--- src/rtl/slot_copy_agu.sv ---
// Slot-to-slot copy sequencer for the operand RAM: looks up both slot base
// addresses, then streams WORDS reads with the matching writes one word behind.
module slot_copy_agu #(
    parameter int WORDS  = 18,
    parameter int DW     = 16,
    parameter int AW     = 8,
    parameter int NSLOTS = 14
) (
    input  logic          clk,
    input  logic          rst_n,
    input  logic          start,
    input  logic [3:0]    src_slot,
    input  logic [3:0]    dst_slot,
    output logic [3:0]    rom_addr_src,
    input  logic [AW-1:0] rom_data_src,
    output logic [3:0]    rom_addr_dst,
    input  logic [AW-1:0] rom_data_dst,
    output logic          ram_re,
    output logic [AW-1:0] ram_raddr,
    input  logic [DW-1:0] ram_rdata,
    output logic          ram_we,
    output logic [AW-1:0] ram_waddr,
    output logic [DW-1:0] ram_wdata,
    output logic          busy,
    output logic          done,
    output logic          err,
    output logic [2:0]    dbg_state
);

    typedef enum logic [2:0] {
        S_IDLE   = 3'd0,
        S_LOOKUP = 3'd1,
        S_BURST  = 3'd2,
        S_DRAIN  = 3'd3,
        S_FINISH = 3'd4
    } state_t;

    localparam logic [3:0] LP_NSLOTS = 4'(NSLOTS);
    localparam logic [4:0] LP_LAST   = 5'(WORDS - 1);

    state_t        r_state;
    state_t        w_next;
    logic [3:0]    r_src_slot;
    logic [3:0]    r_dst_slot;
    logic [AW-1:0] r_src_base;
    logic [AW-1:0] r_dst_base;
    logic [4:0]    r_cnt;
    logic          r_err;
    logic [DW-1:0] r_wdata_hold;

    logic          w_bad_slot;
    logic [AW-1:0] w_cnt_ext;
    logic          w_re;
    logic          w_we;

    assign w_bad_slot = (r_src_slot >= LP_NSLOTS) || (r_dst_slot >= LP_NSLOTS);
    assign w_cnt_ext  = {{(AW-5){1'b0}}, r_cnt};

    // Handshake: start is a one-cycle request honoured only in IDLE; busy
    // covers LOOKUP..DRAIN and done (with err on a bad slot) pulses once after.

    always_ff @(posedge clk or negedge rst_n) begin
        if (!rst_n) begin
            r_state      <= S_IDLE;
            r_src_slot   <= '0;
            r_dst_slot   <= '0;
            r_src_base   <= '0;
            r_dst_base   <= '0;
            r_cnt        <= '0;
            r_err        <= 1'b0;
            r_wdata_hold <= '0;
        end else begin
            r_state <= w_next;
            if (w_we) begin
                r_wdata_hold <= ram_rdata;
            end
            case (r_state)
                S_IDLE: begin
                    if (start) begin
                        r_src_slot <= src_slot;
                        r_dst_slot <= dst_slot;
                        r_err      <= 1'b0;
                    end
                end
                S_LOOKUP: begin
                    r_err <= w_bad_slot;
                    if (!w_bad_slot) begin
                        r_src_base <= rom_data_src;
                        r_dst_base <= rom_data_dst;
                        r_cnt      <= '0;
                    end
                end
                S_BURST: begin
                    r_cnt <= r_cnt + 5'd1;
                end
                default: ;
            endcase
        end
    end

    always_comb begin
        w_next = r_state;
        case (r_state)
            S_IDLE:   if (start) w_next = S_LOOKUP;
            S_LOOKUP: w_next = w_bad_slot ? S_FINISH : S_BURST;
            S_BURST:  if (r_cnt == LP_LAST) w_next = S_DRAIN;
            S_DRAIN:  w_next = S_FINISH;
            S_FINISH: w_next = S_IDLE;
            default:  w_next = S_IDLE;
        endcase
    end

    // The write trails the read by one word, so in DRAIN the counter already
    // equals WORDS and cnt-1 names the final word.
    always_comb begin
        w_re      = (r_state == S_BURST);
        w_we      = ((r_state == S_BURST) && (r_cnt != 5'd0)) || (r_state == S_DRAIN);
        ram_re    = w_re;
        ram_we    = w_we;
        ram_raddr = '0;
        ram_waddr = '0;
        if (w_re) begin
            ram_raddr = r_src_base + w_cnt_ext;
        end
        if (w_we) begin
            ram_waddr = r_dst_base + w_cnt_ext - {{(AW-1){1'b0}}, 1'b1};
        end
        ram_wdata = w_we ? ram_rdata : r_wdata_hold;
        busy      = (r_state == S_LOOKUP) || (r_state == S_BURST) || (r_state == S_DRAIN);
        done      = (r_state == S_FINISH);
        err       = (r_state == S_FINISH) && r_err;
    end

    assign rom_addr_src = r_src_slot;
    assign rom_addr_dst = r_dst_slot;
    assign dbg_state    = r_state;

endmodule
--- config.mk ---
export PLATFORM = sky130hd
export DESIGN_NAME = slot_copy_agu
export DESIGN_NICKNAME = d
export VERILOG_FILES = /design/src/rtl/slot_copy_agu.sv
export SDC_FILE = /design/constraint.sdc
export NUM_CORES = 1
export LEC_CHECK = 0
export CORE_UTILIZATION = 40
export CTS_CLUSTER_SIZE = 40
export DETAILED_ROUTE_END_ITERATION = 8
export DONT_BUFFER_PORTS = 1
export HOLD_SLACK_MARGIN = 0.08
export PLACE_DENSITY = 0.58
export REMOVE_ABC_BUFFERS = 1
export SETUP_SLACK_MARGIN = 0.3
export SLEW_MARGIN = 20
export SYNTH_ARGS = -nofsm -noshare
export SYNTH_HDL_FRONTEND = slang
export SYNTH_SLANG_ARGS = --single-unit
--- constraint.sdc ---
create_clock -name clk -period 2.7 [get_ports clk]
set_clock_uncertainty 0.2 [all_clocks]
set_input_delay 0.54 -clock clk [delete_from_list [all_inputs] [get_ports clk]]
set_output_delay 0.54 -clock clk [all_outputs]
set_load 0.02 [all_outputs]
==> key figures, run 1 <==
Run status
  – Status: finished, violations left
  – Failing checks: design-rule violations, negative setup slack

Routing
  – DR vias: 2211
  – ANT nets after route: 0
  – DR pass1 iterations: 6
  – Drt wl/cell: 16.4 um
  – Number of vias per cell: 5.26
  – Residual DRC: 5
  – Routed wire length: 6.90 mm
  – DR iter-0 viols: approximately 120

STA
  – Final period util: 1.10
  – Worst hold slack: 149 ps
  – Worst-margin pin slew: 461 ps
  – Relative slew slack: 0.692
  – Fmax: approximately 340 MHz
  – Final critical-path required period: between 2000 and 3000 ps
  – Final Setup Violations: 9
  – RSZ-0062 raised after global routing: true
  – Setup ws final: -282 ps
  – Final Hold Vio Count: 0
  – Slew Viols, Final: 0

Floorplanning
  – Die height: 85.0 um
  – DIE AREA: slightly above 7000 um2
  – Die Span X: 85.0 um
  – Rows: 29
  – Top-level port count: 91
  – Effective utilization at floorplan: 0.424
  – Core ar.: around 6500 um2

Clock tree
  – Num CTS Buffers: 5
  – CTS tree: yes
  – H-tree levels: 2
  – Clk_lat worst skew: around 300 ps
  – CTS max path bufs: 2
  – Clock sinks: 49
  – Root buf cell: clkbuf_8
  – Reg clk slew, reported paths: around 100 ps

Logic synthesis
  – Yosys warns: 0
  – Top_reg_cell synth: dfrtp_1
  – Ys async rst share: 1.00
  – Mean Syn Cell Area: about 9.5 um2
  – Synthesized instance count: 289
  – Mapped Area: 2750 um2
  – Netlist cell types: 43
  – Sequential area share after synthesis: 0.445
  – Flops & latches, synth: 49
  – Post-synth EDFFs: 0

Finish
  – Nets: 406
  – Share of layout cells above drive strength 1: 0.493
  – Number of diodes: 0
  – Fillers: ~500
  – Area Growth Syn to Fin: 48.9%

Place
  – Final HPWL from detailed placement: 4.08 mm
  – Port bufs: 0
  – Dpl ws: -100 ps
  – GP Congestion: 0.755

Global route
  – All-layer global routing usage: 0.197
  – Vias in the first global route: 2358
  – Initial antenna violation count: 0
  – First-pass GRT wire length: around 11 mm
  – Remaining Overflow, GRT: 0
  – Largest net degree at the start of global routing: 50

Setup path
  – Critical path destination: ram_waddr[7]
  – Start point of the critical path: r_cnt[1]$_DFFE_PN0P_
  – Reg2Reg Setup Slack: a little under 600 ps
  – Reg2Reg Capture Point: r_src_base[0]$_DFFE_PN0P_
  – Worst-path fanout max: 3
  – Critical path endpoint category: primary output
  – Startpoint types: flop
  – CP Class: flop to primary output
  – Critical-path top delay cell: dfrtp_1
  – Cells on worst reg2reg path: 5
  – Worst path cell trace: inv_2 > ha_4 > inv_4 > ha_4 > inv_2 > fa_2 > nor2b_4 > o31a_1 > o22ai_2 > mux2i_1 > buf_4
  – Reg2Reg Launch Point: dbg_state[2]$_DFFE_PN0P_
  – Critical Path AT: 2240 ps
  – Worst EP required: 1960 ps
  – Worst path max stage delay: 410 ps

Worst hold path
  – Hold Crit Class: primary input to flop
  – Hold path start: rom_data_dst[4]

Flow run
  – Max cap viols: 0
how the worst min path moves through the flow:
stage                                             end  slack, ps  cells after the start
after floorplan              dbg_state[0]$_DFFE_PN0P_         40                      0
after global placement    rom_addr_src[0]$_DFFE_PN0P_         50                      0
after detailed placement  rom_addr_src[0]$_DFFE_PN0P_         50                      0
after CTS                   r_dst_base[4]$_DFFE_PN0P_        140                      2
after global routing        r_dst_base[5]$_DFFE_PN0P_        130                      2
final                       r_dst_base[4]$_DFFE_PN0P_        150                      2
registers in the layout (all words and copies together) (netlist names):
| signal | count |
|---|---|
| dbg_state | 3 |
| r_cnt | 5 |
| r_dst_base | 8 |
| r_err | 1 |
| r_src_base | 8 |
| r_wdata_hold | 16 |
| rom_addr_dst | 4 |
| rom_addr_src | 4 |
cell usage after synthesis, types with 3 or more instances:
cell      number  area (um2)
a211oi_1       3        22.5
a21o_1         3        22.5
a21oi_1        5        25.0
and2_1         4        25.0
and3_1         5        31.3
buf_2          5        25.0
buf_6          3        33.8
dfrtp_1       49        1230
ha_1          19         238
inv_1         26        97.6
mux2_1         8        90.1
mux2_2         8        90.1
mux2i_1        3        30.0
nand2_1       63         236
nand2b_1       4        25.0
nand3_1        3        15.0
nor2_1        18        67.6
nor2b_1        4        25.0
nor3_1         4        20.0
o21a_1         3        22.5
o21ai_0        6        30.0
o21ai_1        9        45.0
o22ai_1        4        25.0
o31ai_1        4        30.0
xnor2_1        5        43.8
metrics by stage:
stage / area (um2) / cells / util / setup TNS (ps)
floorplan: 2680 / 278 / - / -503
global placement: 3010 / 385 / 0.463 / -56.2
detailed placement: 3010 / 385 / 0.463 / -133
CTS: 3930 / 415 / 0.605 / -1370
global route: 4100 / 420 / 0.631 / -2920
finish: 4100 / 420 / 0.631 / -1560
repair_timing:
item | in CTS | in global routing
endpoints found under the setup margin | 34 | 33
pin swaps | 34 | 31
setup buffers | 18 | 3
gates cloned | 2 | 2
hold buffers | 2 | 0
endpoints found under the hold margin | 49 | 0
resized for setup | 153 | 23
cell families after synthesis:
logic type	share of synthesized area
compound gates	0.101
xor+xnor	0.0223
fa+ha+maj	0.101
buf+inv	0.0650
flops	0.445
mux	0.0763
simple gates	0.189
cells in the final DEF, fill, tap and decap left out, drive strengths merged, types with 5 or more instances in the layout:
cell type,instances
clkbuf,7
and3,5
mux2,16
xnor2,5
nor2,18
o21ai,15
dfrtp,49
buf,54
ha,19
a21oi,5
nand2,63
inv,28
critical path: cells and delay by family, from the launching register on:
family	cells	cell delay (ps)
adder cells (fa/ha/maj)	3	680
flip-flops	1	410
buffers and inverters	4	350
AO/OA/AOI/OAI	2	240
AND/OR/NAND/NOR	1	140
multiplexers	1	140
per-layer routing:
metal / up-vias / track usage / share of wire
met5: - / 0 / 0
met4: 0 / 0.0447 / 0.0057
met3: 4 / 0.0574 / 0.071
li1: 1065 / - / -
met2: 74 / 0.348 / 0.53
met1: 1068 / 0.237 / 0.39
final cells by class:
type / count / area, um2 / area share
multi-input combinational: 202 / 1920 / 0.468
clock buffer: 5 / 68.8 / 0.0168
timing repair buffer: 57 / 647 / 0.158
clock inverter: 3 / 26.3 / 0.00641
inverter: 27 / 119 / 0.0290
tap: 77 / 96.3 / 0.0235
sequential: 49 / 1230 / 0.299
Power of run 1 is not shown: default switching activity piles up to over one toggle a cycle in this logic, so the estimate is an artifact.
==> inputs of run 2 (changes only) <==
Settings changed: MAX_ROUTING_LAYER from default to met4.
==> key figures, run 2 (synthesis results as in run 1) <==
Run status
  – Status: finished, violations left
  – Failing checks: design-rule violations, negative setup slack

Clock tree
  – CTS max path bufs: 2
  – CTS tree: yes
  – Root buf cell: clkbuf_8
  – Clock sinks: 49
  – Reg clk slew, reported paths: 100 ps
  – Num CTS Buffers: 5
  – Clk_lat worst skew: 300 ps
  – H-tree levels: 2

Place
  – Port bufs: 0
  – GP Congestion: 0.765
  – Final HPWL from detailed placement: roughly 4.1 mm
  – Dpl ws: -100 ps
  – Dpl cell area: 3010 um2

Setup path
  – Worst EP required: roughly 2000 ps
  – Reg2Reg Launch Point: dbg_state[2]$_DFFE_PN0P_
  – Startpoint types: flop
  – Worst-path fanout max: 3
  – Reg2Reg Capture Point: r_src_base[0]$_DFFE_PN0P_
  – Critical Path AT: 2240 ps
  – CP Class: flop to primary output
  – Reg2Reg Setup Slack: 580 ps
  – Critical path endpoint category: primary output
  – Cells on worst reg2reg path: 5

Floorplanning
  – Effective utilization at floorplan: 0.424
  – Top-level port count: 91
  – Die height: 85.0 um
  – Core ar.: 6490 um2
  – Rows: 29
  – DIE AREA: 7220 um2
  – Die Span X: 85.0 um

Worst hold path
  – Worst hold endpoint: r_dst_base[4]$_DFFE_PN0P_
  – Hold path cells: 2
  – Hold Crit Class: primary input to flop
  – Hold path start: rom_data_dst[4]

Routing
  – DR vias: 2226
  – Routed wire length: 6.87 mm
  – DR pass1 iterations: 6
  – DR iter-0 viols: 101
  – ANT nets after route: 0
  – Drt wl/cell: 16.4 um
  – Number of vias per cell: 5.30
  – Residual DRC: 6

Global route
  – Remaining Overflow, GRT: 0
  – Vias in the first global route: 2355
  – Largest net degree at the start of global routing: 50
  – Initial antenna violation count: 0
  – First-pass GRT wire length: 11.3 mm
  – All-layer global routing usage: 0.203

Finish
  – Fin area: approximately 4000 um2
  – Share of layout cells above drive strength 1: 0.493
  – Fillers: roughly 500
  – Largest reg by FF count: r_wdata_hold
  – Multi-input combinational cell area: 1920 um2
  – Top flop regs: r_wdata_hold: 16 flops, r_dst_base: 8 flops, r_src_base: 8 flops
  – Max FFs per register: 16
  – Nets: 406
  – Area Growth Syn to Fin: 48.9%
  – Commonest non-fill, non-tap cell in the layout: dfrtp_1
  – Most frequent cells in the layout: dfrtp_1 (49), nand2_4 (34), buf_4 (28)
  – Number of diodes: 0
  – Sequential Area: 1230 um2

STA
  – Worst hold slack: 152 ps
  – Final Setup Violations: 9
  – Final period util: 1.10
  – RSZ-0062 raised after global routing: true
  – Setup ws final: -282 ps
  – Final Hold Vio Count: 0
  – Slew Viols, Final: 0
  – Final critical-path required period: 2980 ps
  – Fmax: around 340 MHz
  – Worst-margin pin slew: 459 ps
  – Relative slew slack: 0.694

Flow run
  – Max cap viols: 0
-- run 2: cell counts in the layout (fill, tap and decap cells not counted) --
Identical to the previous run, type by type.
-- run 2: stage by stage --
stage | TNS (ps) | utilization | instances
final | -1560 | 0.631 | 420
after CTS | -1370 | 0.605 | 415
after global routing | -2920 | 0.631 | 420
after global placement | -56.2 | 0.463 | 385
after detailed placement | -133 | 0.463 | 385
after floorplan | -503 | - | 278
-- run 2: worst max-delay path by stage --
stage / start / to / cells after the start
6_report: r_cnt[1]$_DFFE_PN0P_ / ram_waddr[7] / 11
5_1_grt: r_cnt[1]$_DFFE_PN0P_ / ram_waddr[7] / 11
4_1_cts: r_cnt[1]$_DFFE_PN0P_ / ram_waddr[7] / 11
3_5_place_dp: r_cnt[1]$_DFFE_PN0P_ / ram_waddr[7] / 11
3_3_place_gp: r_cnt[1]$_DFFE_PN0P_ / ram_waddr[7] / 11
2_1_floorplan: r_cnt[1]$_DFFE_PN0P_ / ram_waddr[5] / 9
-- run 2: area by class of cell --
cell class / count / area share
clock buffer: 5 / 0.0168
multi-input combinational: 202 / 0.468
timing repair buffer: 57 / 0.158
inverter: 27 / 0.0290
clock inverter: 3 / 0.00641
sequential: 49 / 0.299
tap: 77 / 0.0235
-- run 2: layer usage --
metal,GRT usage,part of all wire,vias to the layer above
li1,-,-,1066
met1,0.242,0.39,1082
met2,0.348,0.53,74
met3,0.0516,0.069,4
met4,0.0447,0.0057,0
met5,-,0,-
-- run 2: critical path, cell delays in order, from the launching register on --
cell and delay [ps]:
dfrtp_1 410, inv_2 90, ha_4 210, inv_4 60, ha_4 120, inv_2 40, fa_2 350, nor2b_4 140
o31a_1 170, o22ai_2 70, mux2i_1 140, buf_4 160
-- run 2: what timing repair did --
item                                   CTS  global route
hold buffers                             2             0
cloned                                   2             2
resized for setup                      153            23
endpoints found under the hold margin   49             0
setup buffers                           18             3
setup endpoints to repair               34            33
pin swaps                               34            31
Power of run 2 is left out for the same reason.
==> inputs of run 3 (changes only) <==
Settings changed: PLACE_DENSITY 0.58 to 0.55.
==> key figures, run 3 (synthesis results as in run 1) <==
Routing
  – DR vias: 2191
  – DR iter-0 viols: 96
  – DR pass1 iterations: 8
  – Routed wire length: 6.64 mm
  – Number of vias per cell: 5.29
  – Residual DRC: 4
  – Drt wl/cell: 16.0 um
  – ANT nets after route: 0

Clock tree
  – Root buf cell: clkbuf_8
  – Reg clk slew, reported paths: ~100 ps
  – H-tree levels: 2
  – Clk_lat worst skew: approximately 300 ps
  – Num CTS Buffers: 5
  – CTS max path bufs: 2
  – Clock sinks: 49
  – CTS tree: yes

Finish
  – Largest reg by FF count: r_wdata_hold
  – Most frequent cells in the layout: dfrtp_1 (49), nand2_4 (32), buf_4 (28)
  – Fillers: 553
  – Area Growth Syn to Fin: 43.1%
  – Multi-input combinational cell area: 1900 um2
  – Number of diodes: 0
  – Top flop regs: r_wdata_hold: 16 flops, r_dst_base: 8 flops, r_src_base: 8 flops
  – Sequential Area: between 1000 and 1500 um2
  – Max FFs per register: 16
  – Share of layout cells above drive strength 1: 0.475
  – Commonest non-fill, non-tap cell in the layout: dfrtp_1
  – Nets: 400

STA
  – Slew Viols, Final: 0
  – Final Setup Violations: 8
  – Worst-margin pin slew: roughly 470 ps
  – Final Hold Vio Count: 0
  – Relative slew slack: 0.689
  – Final period util: 1.13
  – Accumulated negative setup slack: -1280 ps
  – RSZ-0062 raised after global routing: true
  – Setup ws final: -359 ps
  – Final critical-path required period: 3060 ps
  – Fmax: approximately 330 MHz

Setup path
  – Startpoint types: flop
  – Worst EP required: just under 2000 ps
  – Critical path endpoint category: primary output
  – Worst-path fanout max: 2
  – Critical Path AT: around 2300 ps
  – CP Class: flop to primary output

Run status
  – Status: finished, violations left
  – Failing checks: design-rule violations, negative setup slack

Global route
  – All-layer global routing usage: 0.188
  – First-pass GRT wire length: between 10 and 15 mm
  – Initial antenna violation count: 0
  – Largest net degree at the start of global routing: 50
  – Vias in the first global route: between 2000 and 2500
  – Remaining Overflow, GRT: 0

Floorplanning
  – Rows: 29
  – Die height: approximately 85 um
  – Top-level port count: 91
  – Effective utilization at floorplan: 0.424
  – Die Span X: 85.0 um
  – Core ar.: 6490 um2
  – DIE AREA: 7220 um2

Place
  – GP Congestion: 0.762
  – Port bufs: 0
  – Dpl ws: -112 ps
  – Final HPWL from detailed placement: between 4 and 5 mm

Worst hold path
  – Hold Crit Class: primary input to flop

Flow run
  – Max cap viols: 0
-- run 3: changes by cell type in the layout (fill, tap and decap cells not counted), sizes merged --
| cell | delta |
|---|---|
| buf | -8 |
| clkbuf | -2 |
| clkinv | -1 |
| clkinvlp | +6 |
| inv | -1 |
-- run 3: cell type report --
| type | instances | area share |
|---|---|---|
| tap | 77 | 0.0244 |
| clock inverter | 3 | 0.00540 |
| timing repair inverter | 4 | 0.00762 |
| timing repair buffer | 47 | 0.123 |
| multi-input combinational | 202 | 0.483 |
| inverter | 27 | 0.0279 |
| clock buffer | 5 | 0.0175 |
| sequential | 49 | 0.311 |
-- run 3: path summary, 6_finish.rpt --
| check | from | endpoint | slack, ps | depth (start not counted) |
|---|---|---|---|---|
| max in group asynchronous | rst_n | r_cnt[2]$_DFFE_PN0P_ | 1460 | 2 |
| worst max-delay path | r_cnt[1]$_DFFE_PN0P_ | ram_waddr[5] | -360 | 11 |
| min in group asynchronous | rst_n | rom_addr_src[3]$_DFFE_PN0P_ | 590 | 2 |
| worst max register to register | dbg_state[2]$_DFFE_PN0P_ | r_src_base[0]$_DFFE_PN0P_ | 460 | 6 |
| worst min-delay path | rom_data_dst[0] | r_dst_base[0]$_DFFE_PN0P_ | 150 | 2 |
| worst min register to register | r_err$_DFFE_PN0P_ | r_err$_DFFE_PN0P_ | 300 | 2 |
-- run 3: metrics by stage --
stage               area [um2]  std cells  hold WS (ps)   util
floorplan                 2680        278          44.4      -
global placement          2990        384          45.4  0.460
detailed placement        2990        384          45.3  0.460
CTS                       3680        404           139  0.567
global route              3940        414           130  0.607
finish                    3940        414           146  0.607
-- run 3: layer usage --
metal,part of all wire,GRT usage,vias to the layer above
met1,0.42,0.222,1064
met4,0.0095,0.0416,0
met5,0,-,-
met3,0.067,0.0496,7
li1,-,-,1053
met2,0.50,0.320,67
-- run 3: repair_timing --
action	in CTS	in global routing
setup buffers	5	10
cloned	5	0
resized for setup	117	44
pin swaps	33	32
setup endpoints to repair	33	33
hold buffers	2	0
hold endpoints to repair	49	0
-- run 3: critical path: stages, from the launching register on --
cell      delay, ps
dfrtp_1         370
inv_2            60
ha_4            260
inv_2            40
ha_4            150
inv_2            60
fa_2            220
nor2b_2          50
o31a_1          320
buf_4           140
a211oi_2        190
buf_4           170
Power of run 3 is left out for the same reason.
